--- src/rtl/fetch_unit.sv ---
// RV32 instruction fetch stage: owns the PC, issues in-order word reads and
// buffers returned instructions for the decoder; redirects flush and drop in-flight reads.
module fetch_unit #(
  parameter logic [31:0] RESET_PC = 32'h0000_0000,
  parameter int          DEPTH    = 2
) (
  input  logic        CLK,
  input  logic        RST,
  output logic        imem_req,
  output logic [31:0] imem_addr,
  input  logic        imem_ready,
  input  logic        imem_rvalid,
  input  logic [31:0] imem_rdata,
  input  logic        redirect,
  input  logic [31:0] redirect_pc,
  output logic        inst_valid,
  output logic [31:0] inst,
  output logic [31:0] inst_pc,
  input  logic        inst_ready
);

  localparam int CW = $clog2(DEPTH + 1);
  localparam int PW = (DEPTH > 1) ? $clog2(DEPTH) : 1;

  typedef logic [CW-1:0] cnt_t;
  typedef logic [PW-1:0] ptr_t;

  localparam logic [CW:0] DEPTH_W   = (CW+1)'(DEPTH);
  localparam ptr_t        PTR_LAST  = ptr_t'(DEPTH - 1);

  logic [31:0] pc_q, pc_d;
  cnt_t        count_q, count_d;
  cnt_t        outst_q, outst_d;
  cnt_t        drop_q, drop_d;
  ptr_t        head_q, head_d;
  ptr_t        tail_q, tail_d;
  logic        run_q;

  logic [31:0] q_inst_q [DEPTH];
  logic [31:0] q_pc_q   [DEPTH];

  logic        credit_ok;
  logic [CW:0] in_use;
  logic        accept;
  logic        resp;
  logic        push;
  logic        pop;
  logic [31:0] resp_pc;

  function automatic ptr_t ptr_inc(input ptr_t p);
    return (p == PTR_LAST) ? '0 : ptr_t'(p + ptr_t'(1));
  endfunction

  // Credits cover both queued entries and reads still in flight, so a
  // returning response always has a free slot.
  assign in_use    = {1'b0, count_q} + {1'b0, outst_q};
  assign credit_ok = (in_use < DEPTH_W);

  // run_q holds requests off until the cycle after reset is released.
  assign imem_req  = RST && run_q && !redirect && credit_ok;
  assign imem_addr = pc_q;

  assign accept = imem_req && imem_ready;
  assign resp   = imem_rvalid && (outst_q != '0);
  assign push   = resp && (drop_q == '0) && !redirect;
  assign pop    = (count_q != '0) && inst_ready && !redirect;

  // With no drops pending, every outstanding read is part of one contiguous
  // run ending just below pc, so the oldest sits outst words back.
  assign resp_pc = pc_q - {{(30-CW){1'b0}}, outst_q, 2'b00};

  always_comb begin
    pc_d    = pc_q;
    count_d = count_q;
    outst_d = outst_q;
    drop_d  = drop_q;
    head_d  = head_q;
    tail_d  = tail_q;
    if (redirect) begin
      pc_d    = {redirect_pc[31:2], 2'b00};
      count_d = '0;
      outst_d = outst_q - cnt_t'(resp);
      drop_d  = outst_q - cnt_t'(resp);
      tail_d  = head_q;
    end else begin
      if (accept) begin
        pc_d = pc_q + 32'd4;
      end
      outst_d = outst_q + cnt_t'(accept) - cnt_t'(resp);
      drop_d  = drop_q - cnt_t'(resp && (drop_q != '0));
      count_d = count_q + cnt_t'(push) - cnt_t'(pop);
      if (pop) begin
        head_d = ptr_inc(head_q);
      end
      if (push) begin
        tail_d = ptr_inc(tail_q);
      end
    end
  end

  always_ff @(posedge CLK) begin
    if (!RST) begin
      pc_q    <= RESET_PC;
      count_q <= '0;
      outst_q <= '0;
      drop_q  <= '0;
      head_q  <= '0;
      tail_q  <= '0;
      run_q   <= 1'b0;
      for (int i = 0; i < DEPTH; i++) begin
        q_inst_q[i] <= '0;
        q_pc_q[i]   <= '0;
      end
    end else begin
      pc_q    <= pc_d;
      count_q <= count_d;
      outst_q <= outst_d;
      drop_q  <= drop_d;
      head_q  <= head_d;
      tail_q  <= tail_d;
      run_q   <= 1'b1;
      if (push) begin
        q_inst_q[tail_q] <= imem_rdata;
        q_pc_q[tail_q]   <= resp_pc;
      end
    end
  end

  assign inst_valid = (count_q != '0);
  assign inst       = q_inst_q[head_q];
  assign inst_pc    = q_pc_q[head_q];

endmodule

--- config.mk ---
export PLATFORM = sky130hd
export DESIGN_NAME = fetch_unit
export DESIGN_NICKNAME = d
export VERILOG_FILES = /design/src/rtl/fetch_unit.sv
export SDC_FILE = /design/constraint.sdc
export NUM_CORES = 1
export LEC_CHECK = 0
export ABC_AREA = 1
export ABC_CLOCK_PERIOD_IN_PS = 4200
export CAP_MARGIN = 20
export CORE_ASPECT_RATIO = 2
export CORE_MARGIN = 2
export CORE_UTILIZATION = 45
export DETAILED_ROUTE_END_ITERATION = 10
export GPL_TIMING_DRIVEN = 0
export PLACE_DENSITY = 0.71
export SLEW_MARGIN = 10
export SYNTH_ARGS = -nofsm -noshare
export SYNTH_HDL_FRONTEND = slang
export SYNTH_SLANG_ARGS = --single-unit
--- constraint.sdc ---
create_clock -name CLK -period 4.2 [get_ports CLK]
set_input_delay 1.05 -clock CLK [delete_from_list [all_inputs] [get_ports CLK]]
set_output_delay 1.05 -clock CLK [all_outputs]
set_load 0.05 [all_outputs]
==> results.toml, run 1 <==
[synthesis]
synthDistinctLibCells = 43
netlist_instances = 981
synth_top_area_share_pct = 42.3
netlist.top_cell.by_area = "sky130_fd_sc_hd__edfxtp_1"
share_of_synthesized_registers_carrying_an_async_set_or_reset_pct = 0
synth.ff_latch_count = 164
synth-main-ff-cell = "sky130_fd_sc_hd__edfxtp_1"
postSynthAreaPerCell_um2 = 8.97
netlist_area_um2 = 8800
number_of_flops_mapped_to_enable_cells_by_yosys = 124
synthTopCellsByArea = "sky130_fd_sc_hd__edfxtp_1 42%, sky130_fd_sc_hd__dfxtp_1 9.1%, sky130_fd_sc_hd__mux2_2 7.9%"
synth-seq-area-share_pct = 51.4
number_of_synthesis_warnings = 0

[global_routing]
via_count_of_the_first_global_routing_pass = 7624
grt-ovfl-total = 0
groute.usage.overall_pct = 25.1
grt_antenna_before_repair = 0
grt_pass1_wl_um = 39100
grt_most_used_layer = "met2"
grt_max_degree = 44
grt.met3_usage_pct = 3.54
met2_usage_pct = 47.2
grtUsageMet1_pct = 24.6

[clock_tree]
clk-insertion-delay-late_ns = 0.43
cts_hold_repair.buffers = 0
cts_bufs_inserted = 17
tritoncts_clock_tree = "done"
clock-sinks = 164
htreeDepth = 4
clock-root-buffer = "sky130_fd_sc_hd__clkbuf_16"
clk_pin_slew_ns = 0.06
max-clock-path-buffers = 2

[min_path]
holdCritStartpoint = "count_q[1]"
hold_path_depth = 2
hp-class = "reg2reg"
timing.hold.worst_endpoint = "count_q[1]"

[sta]
worst_pin_slew_ns = 0.766
finalCritPeriodShare_pct = 94.6
shortest_period_the_worst_path_allows_ns = 3.97
fin_hold_ws_ns = 0.517
final.setup.worst_slack_ns = 0.226
finalHoldViolations = 0
clock_skew_after_layout_ns = 0.00803
finalMaxSlewViolations = 0
setup_violations = 0
timing.fmax_ghz = 0.252
relSlewSlack_pct = 48.9
rsz0062_at_grt = "no"

[place]
detailed_place.area_um2 = 10800
detailedPlacementHpwl_um = 19300
place_worst_setup_slack_ns = -0.100
numPortBuffers = 161
global_placement_routability_congestion = 0.941

[worst_setup_path]
regToRegEndpoint = "outst_q[1]"
end_kind = "output port"
worst_ep_arrival_time_ns = 2.92
worstReg2RegStart = "outst_q[1]"
startpoint = "redirect"
reg2reg_setup_slack_ns = 1.63
critical_path_peak_fanout = 10
setup.worst_path.class = "in2out"
path_cells = "clkdlybuf4s50_1 -> buf_2 -> buf_2 -> nor4_1 -> dlygate4sd2_1"
cp_data_required_time_ns = 3.15
crit_top_cell = "sky130_fd_sc_hd__buf_2"
critPathLaunchType = "primary input"
rr_worst_depth = 10
critPathSlowestCell = "sky130_fd_sc_hd__dlygate4sd2_1"
cp_slowest_stage_delay_ns = 0.56

[die]
design.die.area_um2 = 20800
core_area_um2 = 19300
boundaryPins = 168
die_height_um = 202
start_util_pct = 45.6
chipWidth_um = 103
floorplan.rows = 72

[cells_and_area]
drive_gt1_share_pct = 14.7
commonest_cells_after_routing_fill_and_taps_aside = "185 x sky130_fd_sc_hd__nor2_1, 163 x sky130_fd_sc_hd__nand2_1, 160 x sky130_fd_sc_hd__clkdlybuf4s50_1"
insertedDiodeCount = 0
area_delta_synth_final_pct = 29.8
layout.cell_area.non_filler_um2 = 11400
layout.core_utilization_pct = 59.2
most_common_library_cell_in_the_layout_ignoring_fill_and_taps = "sky130_fd_sc_hd__nor2_1"
final_nets = 1247

[job]
cap_viol_max_count = 0

[power_and_ir_drop]
p_leak_nw = 4.53
total_power_mw = 4.37
power_per_standard_cell_area_nw_per_um2 = 382
power.ir.vdd_worst_mv = 0.265

[detailed_routing]
number_of_vias_in_the_routed_layout = 7319
wl_per_cell_um = 17.4
drc_errors = 0
postRouteAntennaNets = 0
vias_per_cell = 5.09
detail_route.iter0.violations = 430
first_pass_iters = 5
finalWirelength_um = 25100

[run_status]
status = "finished clean"
==> worst max-delay path by stage <==
stage / slack (ns) / endpoint
floorplan: 0.22 / imem_req
global placement: -0.92 / q_inst_q[0][16]
detailed placement: -0.10 / imem_req
CTS: 0.20 / imem_req
global route: 0.12 / imem_req
finish: 0.23 / imem_req
==> metrics by stage <==
step                instances  TNS, ns
floorplan                 984        0
global placement         1404  -104.27
detailed placement       1406   -0.100
CTS                      1438        0
global route             1438        0
finish                   1438        0
==> where the power goes <==
group | switching, mW | internal [mW] | total, mW
registers | 0.0615 | 1.83 | 1.89
clock network | 0.638 | 0.994 | 1.63
logic | 0.546 | 0.298 | 0.844
==> sequential cells by signal (all words and copies together), names as in the netlist, named ones only <==
name       cells
tail_q         1
run_q          1
head_q         1
outst_q        2
count_q        2
imem_addr     30
q_inst_q      64
q_pc_q        60
drop_q         2
==> cells in the mapped netlist (2+ instances only) <==
master	count
sky130_fd_sc_hd__mux2_2	62
sky130_fd_sc_hd__nor2_2	14
sky130_fd_sc_hd__fa_1	2
sky130_fd_sc_hd__inv_1	120
sky130_fd_sc_hd__o211ai_1	2
sky130_fd_sc_hd__nand2_1	165
sky130_fd_sc_hd__nand3b_1	4
sky130_fd_sc_hd__buf_6	5
sky130_fd_sc_hd__nor2_1	185
sky130_fd_sc_hd__ha_1	9
sky130_fd_sc_hd__a21oi_1	47
sky130_fd_sc_hd__edfxtp_1	124
sky130_fd_sc_hd__nand3_1	59
sky130_fd_sc_hd__xor2_1	20
sky130_fd_sc_hd__nor3_2	2
sky130_fd_sc_hd__nand4_1	4
sky130_fd_sc_hd__a22oi_1	2
sky130_fd_sc_hd__or2_2	2
sky130_fd_sc_hd__o22ai_1	2
sky130_fd_sc_hd__buf_4	8
sky130_fd_sc_hd__nor2_4	7
sky130_fd_sc_hd__dfxtp_1	40
sky130_fd_sc_hd__clkbuf_1	4
sky130_fd_sc_hd__and2_1	4
sky130_fd_sc_hd__xnor2_1	2
sky130_fd_sc_hd__buf_2	25
sky130_fd_sc_hd__o21ai_0	36
sky130_fd_sc_hd__nand2_2	10
==> kinds of logic after synthesis <==
logic type	Yosys count	share of synthesized area (%)
fa+ha+maj	11	1.73
flops	164	51.4
other cells	1	0.0426
compound gates	97	5.90
simple gates	461	22.7
mux	62	7.94
buf+inv	163	8.09
xor+xnor	22	2.19
==> timing repair <==
| item | in CTS | in global routing |
|---|---|---|
| endpoints found under the setup margin | 1 | 0 |
| resized for setup | 1 | 0 |
| buffers inserted | 0 | 0 |
==> cell type report <==
class                   count  area (µm²)
inverters                 121         455
clock inverters            13         183
flip-flops and latches    164        4520
plain buffers              42         256
repair buffers            163        1660
well taps                 259         324
multi-input cells         657        3590
clock buffers              19         433
fillers                  1785        7860
==> worst max-delay path, delay by kind of cell <==
family	cells	cell delay (ns)
buf+inv	4	1.61
simple gates	1	0.27
==> metal layers <==
layer	routed length, µm	up-vias
met3	898	73
met2	13900	248
li1	-	3571
met4	1690	0
met1	8600	3427
met5	0	-
No activity file was read; power rests on OpenSTA's default activity.
==> run 2, diff against run 1 <==
Settings changed: CORE_MARGIN 2 to 10, CTS_CLUSTER_DIAMETER set to 40, SLEW_MARGIN 10 to 20.
==> run 2 against run 1 <==
  * Worst setup slack lost 0.016 ns
  * Largest power group unchanged
  * Clock skew grew 0.0030 ns
  * Clock-buffer cell count grew 1
  * Combinational power grew 0.6%
  * Register-to-register slack lost 0.02 ns
  * Non-clock buffer count is the same
  * Highest routed layer unchanged
  * Sequential power is essentially flat
  * First-iteration DRC count shrank 21%
  * Design area is essentially flat
==> results.toml, run 2 (synthesized netlist as in run 1, its figures left out) <==
[clock_tree]
cts_resized = 1
clk_pin_slew_ns = 0.06
cts_hold_repair.buffers = 0
clock-root-buffer = "sky130_fd_sc_hd__clkbuf_16"
max-clock-path-buffers = 2
clk-insertion-delay-late_ns = 0.42
htreeDepth = 4
tritoncts_clock_tree = "done"
cts_bufs_inserted = 17
cts_setup_buffers = 0
clock-sinks = 164

[worst_setup_path]
worst_ep_arrival_time_ns = 2.94
setup.worst_path.class = "in2out"
end_kind = "output port"
startpoint = "redirect"
worst_setup_path_endpoint = "imem_req"
critPathLaunchType = "primary input"
critical_path_peak_fanout = 10
rr_worst_depth = 10
regToRegEndpoint = "outst_q[1]"
cp_data_required_time_ns = 3.15
worstReg2RegStart = "outst_q[1]"
reg2reg_setup_slack_ns = 1.61

[global_routing]
grt_antenna_before_repair = 0
grt_max_degree = 38
grt_pass1_wl_um = 41900
groute.usage.overall_pct = 20.9
grt-ovfl-total = 0
via_count_of_the_first_global_routing_pass = 7759

[power_and_ir_drop]
p_leak_nw = 4.54
p_sw_share_pct = 27.9
power.sequential.fraction_pct = 42.9
intPower_mw = 3.17
p_sw_mw = 1.23
power.combinational.fraction_pct = 19.3
portion_of_total_power_attributed_to_the_clock_network_pct = 37.8
power_per_standard_cell_area_nw_per_um2 = 386
power.ir.vdd_worst_mv = 0.224

[sta]
finalCritPeriodShare_pct = 95.0
timing.fmax_ghz = 0.251
final.setup.worst_slack_ns = 0.209
relSlewSlack_pct = 52.1
worst_pin_slew_ns = 0.718
rsz0062_at_grt = "no"
finalHoldViolations = 0
setup_violations = 0
shortest_period_the_worst_path_allows_ns = 3.99
finalMaxSlewViolations = 0
total_negative_setup_slack_ns = 0
clock_skew_after_layout_ns = 0.0111

[die]
floorplan.rows = 72
start_util_pct = 45.6
design.die.area_um2 = 25900
boundaryPins = 168
chipWidth_um = 119
die_height_um = 218
core_area_um2 = 19300

[detailed_routing]
wl_per_cell_um = 18.7
vias_per_cell = 5.17
finalWirelength_um = 26900
routed-wl-met2_um = 14900
routedLengthMet1_um = 9500
route.met3.wl_um = 927
detail_route.iter0.violations = 339
first_pass_iters = 7
number_of_vias_in_the_routed_layout = 7441
postRouteAntennaNets = 0
top_signal_layer_used = "met4"
drc_errors = 0

[cells_and_area]
final_nets = 1247
most_common_library_cell_in_the_layout_ignoring_fill_and_taps = "sky130_fd_sc_hd__nor2_1"
drive_gt1_share_pct = 14.7
largest_register_ff_count = 64
registers.top_by_ff_count = "q_inst_q"
fillerInstances = 1804
insertedDiodeCount = 0
commonest_cells_after_routing_fill_and_taps_aside = "185 x sky130_fd_sc_hd__nor2_1, 163 x sky130_fd_sc_hd__nand2_1, 160 x sky130_fd_sc_hd__clkdlybuf4s50_1"
area_delta_synth_final_pct = 29.8
layout.cell_area.non_filler_um2 = 11400
layout.core_utilization_pct = 59.3

[place]
detailedPlacementHpwl_um = 20600
place_worst_setup_slack_ns = -0.118
global_placement_routability_congestion = 0.963
detailed_place.area_um2 = 10800
numPortBuffers = 161

[job]
cap_viol_max_count = 0

[run_status]
status = "finished clean"

[min_path]
hp-class = "reg2reg"
hold_path_depth = 2
holdCritStartpoint = "count_q[1]"
==> run 2: layer usage <==
layer	up-vias	global-route usage, %
li1	3566	-
met1	3552	20.4
met2	246	39.9
met3	77	3.58
met4	0	12.1
met5	-	0
==> run 2: power by group through the flow <==
| stage | combinational, mW | sequential, mW | clock (mW) |
|---|---|---|---|
| 5_1_grt | 0.918 | 1.90 | 1.74 |
| 3_3_place_gp | 0.834 | 1.93 | 0 |
| 4_1_cts | 0.853 | 1.89 | 1.68 |
| 2_1_floorplan | 0.496 | 1.96 | 0 |
| 6_report | 0.849 | 1.89 | 1.67 |
| 3_5_place_dp | 0.849 | 1.92 | 0 |
==> run 2: layout make-up <==
| type | count | area (µm²) | share of cell area (%) |
|---|---|---|---|
| Tap cell | 259 | 324 | 2.84 |
| Inverter | 121 | 455 | 3.99 |
| Buffer | 42 | 256 | 2.25 |
| Clock buffer | 20 | 437 | 3.82 |
| Multi-Input combinational cell | 657 | 3590 | 31.4 |
| Clock inverter | 12 | 188 | 1.64 |
| Sequential cell | 164 | 4520 | 39.6 |
| Timing Repair Buffer | 163 | 1650 | 14.4 |
==> run 2: how the worst min path moves through the flow <==
stage / end / slack, ns
after detailed placement: head_q / 0.49
after floorplan: register / 0.46
after global routing: count_q[1] / 0.55
after CTS: count_q[1] / 0.52
after global placement: head_q / 0.49
final: count_q[1] / 0.51
==> run 2: metrics by stage <==
step | total power, mW | std cells | hold WS, ns
after global placement | 2.76 | 1404 | 0.487
after detailed placement | 2.77 | 1406 | 0.490
after floorplan | 2.46 | 984 | 0.463
final | 4.41 | 1438 | 0.515
after CTS | 4.43 | 1438 | 0.520
after global routing | 4.56 | 1438 | 0.552
==> run 2: worst max-delay path, cell delays in order <==
cell and delay [ns]:
sky130_fd_sc_hd__clkdlybuf4s50_1 0.53, sky130_fd_sc_hd__buf_2 0.27, sky130_fd_sc_hd__buf_2 0.23, sky130_fd_sc_hd__nor4_1 0.28, sky130_fd_sc_hd__dlygate4sd2_1 0.56
==> run 3, diff against run 2 <==
Settings changed: ABC_CLOCK_PERIOD_IN_PS 4200 to 4500.
Clock period 4.2 ns to 4.5 ns, I/O delays scaled along.
==> run 3 against run 2 <==
  * Clock-buffer cell count unchanged
  * Die area unchanged
  * First-iteration DRC count unchanged
  * Global-route usage unchanged
  * Power down 6.7%
  * Critical endpoint unchanged
  * Largest cell class unchanged
  * Largest power group unchanged
==> results.toml, run 3 (synthesized netlist as in run 1, its figures left out) <==
[clock_tree]
clock-sinks = 164
cts_hold_repair.buffers = 0
max-clock-path-buffers = 2
cts_bufs_inserted = 17
clk_pin_slew_ns = 0.06
clock-root-buffer = "sky130_fd_sc_hd__clkbuf_16"
htreeDepth = 4
tritoncts_clock_tree = "done"
cts_setup_buffers = 0
clk-insertion-delay-late_ns = 0.42

[worst_setup_path]
setup.worst_path.class = "in2out"
crit_top_cell = "sky130_fd_sc_hd__buf_2"
critPathSlowestCell = "sky130_fd_sc_hd__clkdlybuf4s50_1"
end_kind = "output port"
critPathLaunchType = "primary input"
cp_data_required_time_ns = 3.38
crit_family = "buffers and inverters"
critical_path.n_buffers_inverters = 4
cp_slowest_stage_delay_ns = 0.53
critical_path_peak_fanout = 10
path_cells = "clkdlybuf4s50_1 -> buf_2 -> buf_2 -> nor4_1 -> dlymetal6s2s_1"
worst_ep_arrival_time_ns = 2.91

[sta]
timing.fmax_ghz = 0.248
final.setup.worst_slack_ns = 0.463
clock_skew_after_layout_ns = 0.0111
setup_violations = 0
finalMaxSlewViolations = 0
shortest_period_the_worst_path_allows_ns = 4.04
worst_pin_slew_ns = 0.723
rsz0062_at_grt = "no"
relSlewSlack_pct = 51.8
finalCritPeriodShare_pct = 89.7
finalHoldViolations = 0

[power_and_ir_drop]
p_sw_share_pct = 27.9
power.combinational.fraction_pct = 19.3
intPower_mw = 2.96
power.sequential.fraction_pct = 42.9
total_power_mw = 4.11
p_sw_mw = 1.15
power_per_standard_cell_area_nw_per_um2 = 360
p_leak_nw = 4.55
power.ir.vdd_worst_mv = 0.209
portion_of_total_power_attributed_to_the_clock_network_pct = 37.8

[cells_and_area]
fillerInstances = 1804
layout.cells.non_filler = 1438
commonest_cells_after_routing_fill_and_taps_aside = "185 x sky130_fd_sc_hd__nor2_1, 163 x sky130_fd_sc_hd__nand2_1, 160 x sky130_fd_sc_hd__clkdlybuf4s50_1"
layout.cell_area.non_filler_um2 = 11400
layout.area.seq_um2 = 4520
final_nets = 1247
multiInputGateArea_um2 = 3590
insertedDiodeCount = 0
registers.top_by_ff_count = "q_inst_q"
drive_gt1_share_pct = 14.7
area_delta_synth_final_pct = 29.9
largest_register_ff_count = 64
most_common_library_cell_in_the_layout_ignoring_fill_and_taps = "sky130_fd_sc_hd__nor2_1"

[global_routing]
groute.usage.overall_pct = 20.9
via_count_of_the_first_global_routing_pass = 7759
met2_usage_pct = 39.9
grt_antenna_before_repair = 0
grt_max_degree = 38
grtUsageMet1_pct = 20.4
grt.met3_usage_pct = 3.58
grt-ovfl-total = 0
grt_most_used_layer = "met2"
grt_pass1_wl_um = 41900

[detailed_routing]
drc_errors = 0
detail_route.iter0.violations = 339
number_of_vias_in_the_routed_layout = 7402
vias_per_cell = 5.15
postRouteAntennaNets = 0
first_pass_iters = 6
wl_per_cell_um = 18.7
finalWirelength_um = 26800

[place]
global_placement_routability_congestion = 0.963
numPlacedInstances = 1406
detailedPlacementHpwl_um = 20600
numPortBuffers = 161
detailed_place.area_um2 = 10800
place_worst_setup_slack_ns = 0.0319

[die]
design.die.area_um2 = 25900
floorplan.rows = 72
start_util_pct = 45.6
boundaryPins = 168
chipWidth_um = 119
core_area_um2 = 19300
die_height_um = 218

[job]
cap_viol_max_count = 0

[min_path]
hp-class = "reg2reg"

[run_status]
status = "finished clean"
[run 3: changes by cell type in the layout (fill, tap and decap cells not counted), sizes merged]
cell / delta
dlygate4sd2: -1
dlymetal6s2s: +1
[run 3: final timing paths]
kind | start | endpoint | slack (ns) | cells after the start
worst max-delay path | redirect | imem_req | 0.46 | 5
worst max register to register | outst_q[1] | outst_q[1] | 1.90 | 10
worst min-delay path | count_q[1] | count_q[1] | 0.51 | 2
worst min register to register | count_q[1] | count_q[1] | 0.51 | 2
[run 3: what timing repair did]
action,CTS,global route
endpoints found under the hold margin,0,0
resized for setup,0,1
setup endpoints to repair,0,1
[run 3: worst min-delay path: stages, from the launching register on]
cell                      delay [ns]
sky130_fd_sc_hd__dfxtp_1        0.34
sky130_fd_sc_hd__nand2_1        0.07
sky130_fd_sc_hd__a21oi_1        0.05
[run 3: metal layers]
layer	vias up	wire length (µm)
li1	3565	-
met1	3527	9440
met2	235	14900
met3	75	965
met4	0	1480
met5	-	0
[run 3: stage by stage]
stage               hold slack (ns)  util, %  TNS (ns)
floorplan                     0.463        -         0
global placement              0.487     55.7    -81.43
detailed placement            0.490     56.0         0
CTS                           0.520     59.3         0
global route                  0.552     59.3         0
finish                        0.515     59.3         0
[run 3: final cells by class]
cell class                      count  area share, %
Sequential cell                   164           39.6
Multi-Input combinational cell    657           31.4
Timing Repair Buffer              163           14.5
Inverter                          121           3.99
Clock buffer                       20           3.82
Tap cell                          259           2.84
Buffer                             42           2.24
Clock inverter                     12           1.64
[run 3: power by group through the flow]
stage               Sequential [mW]  Combinational, mW  Clock (mW)
floorplan                      1.83              0.463           0
global placement               1.80              0.779           0
global route                   1.77              0.857        1.63
CTS                            1.76              0.796        1.57
finish                         1.76              0.792        1.55
detailed placement             1.80              0.793           0
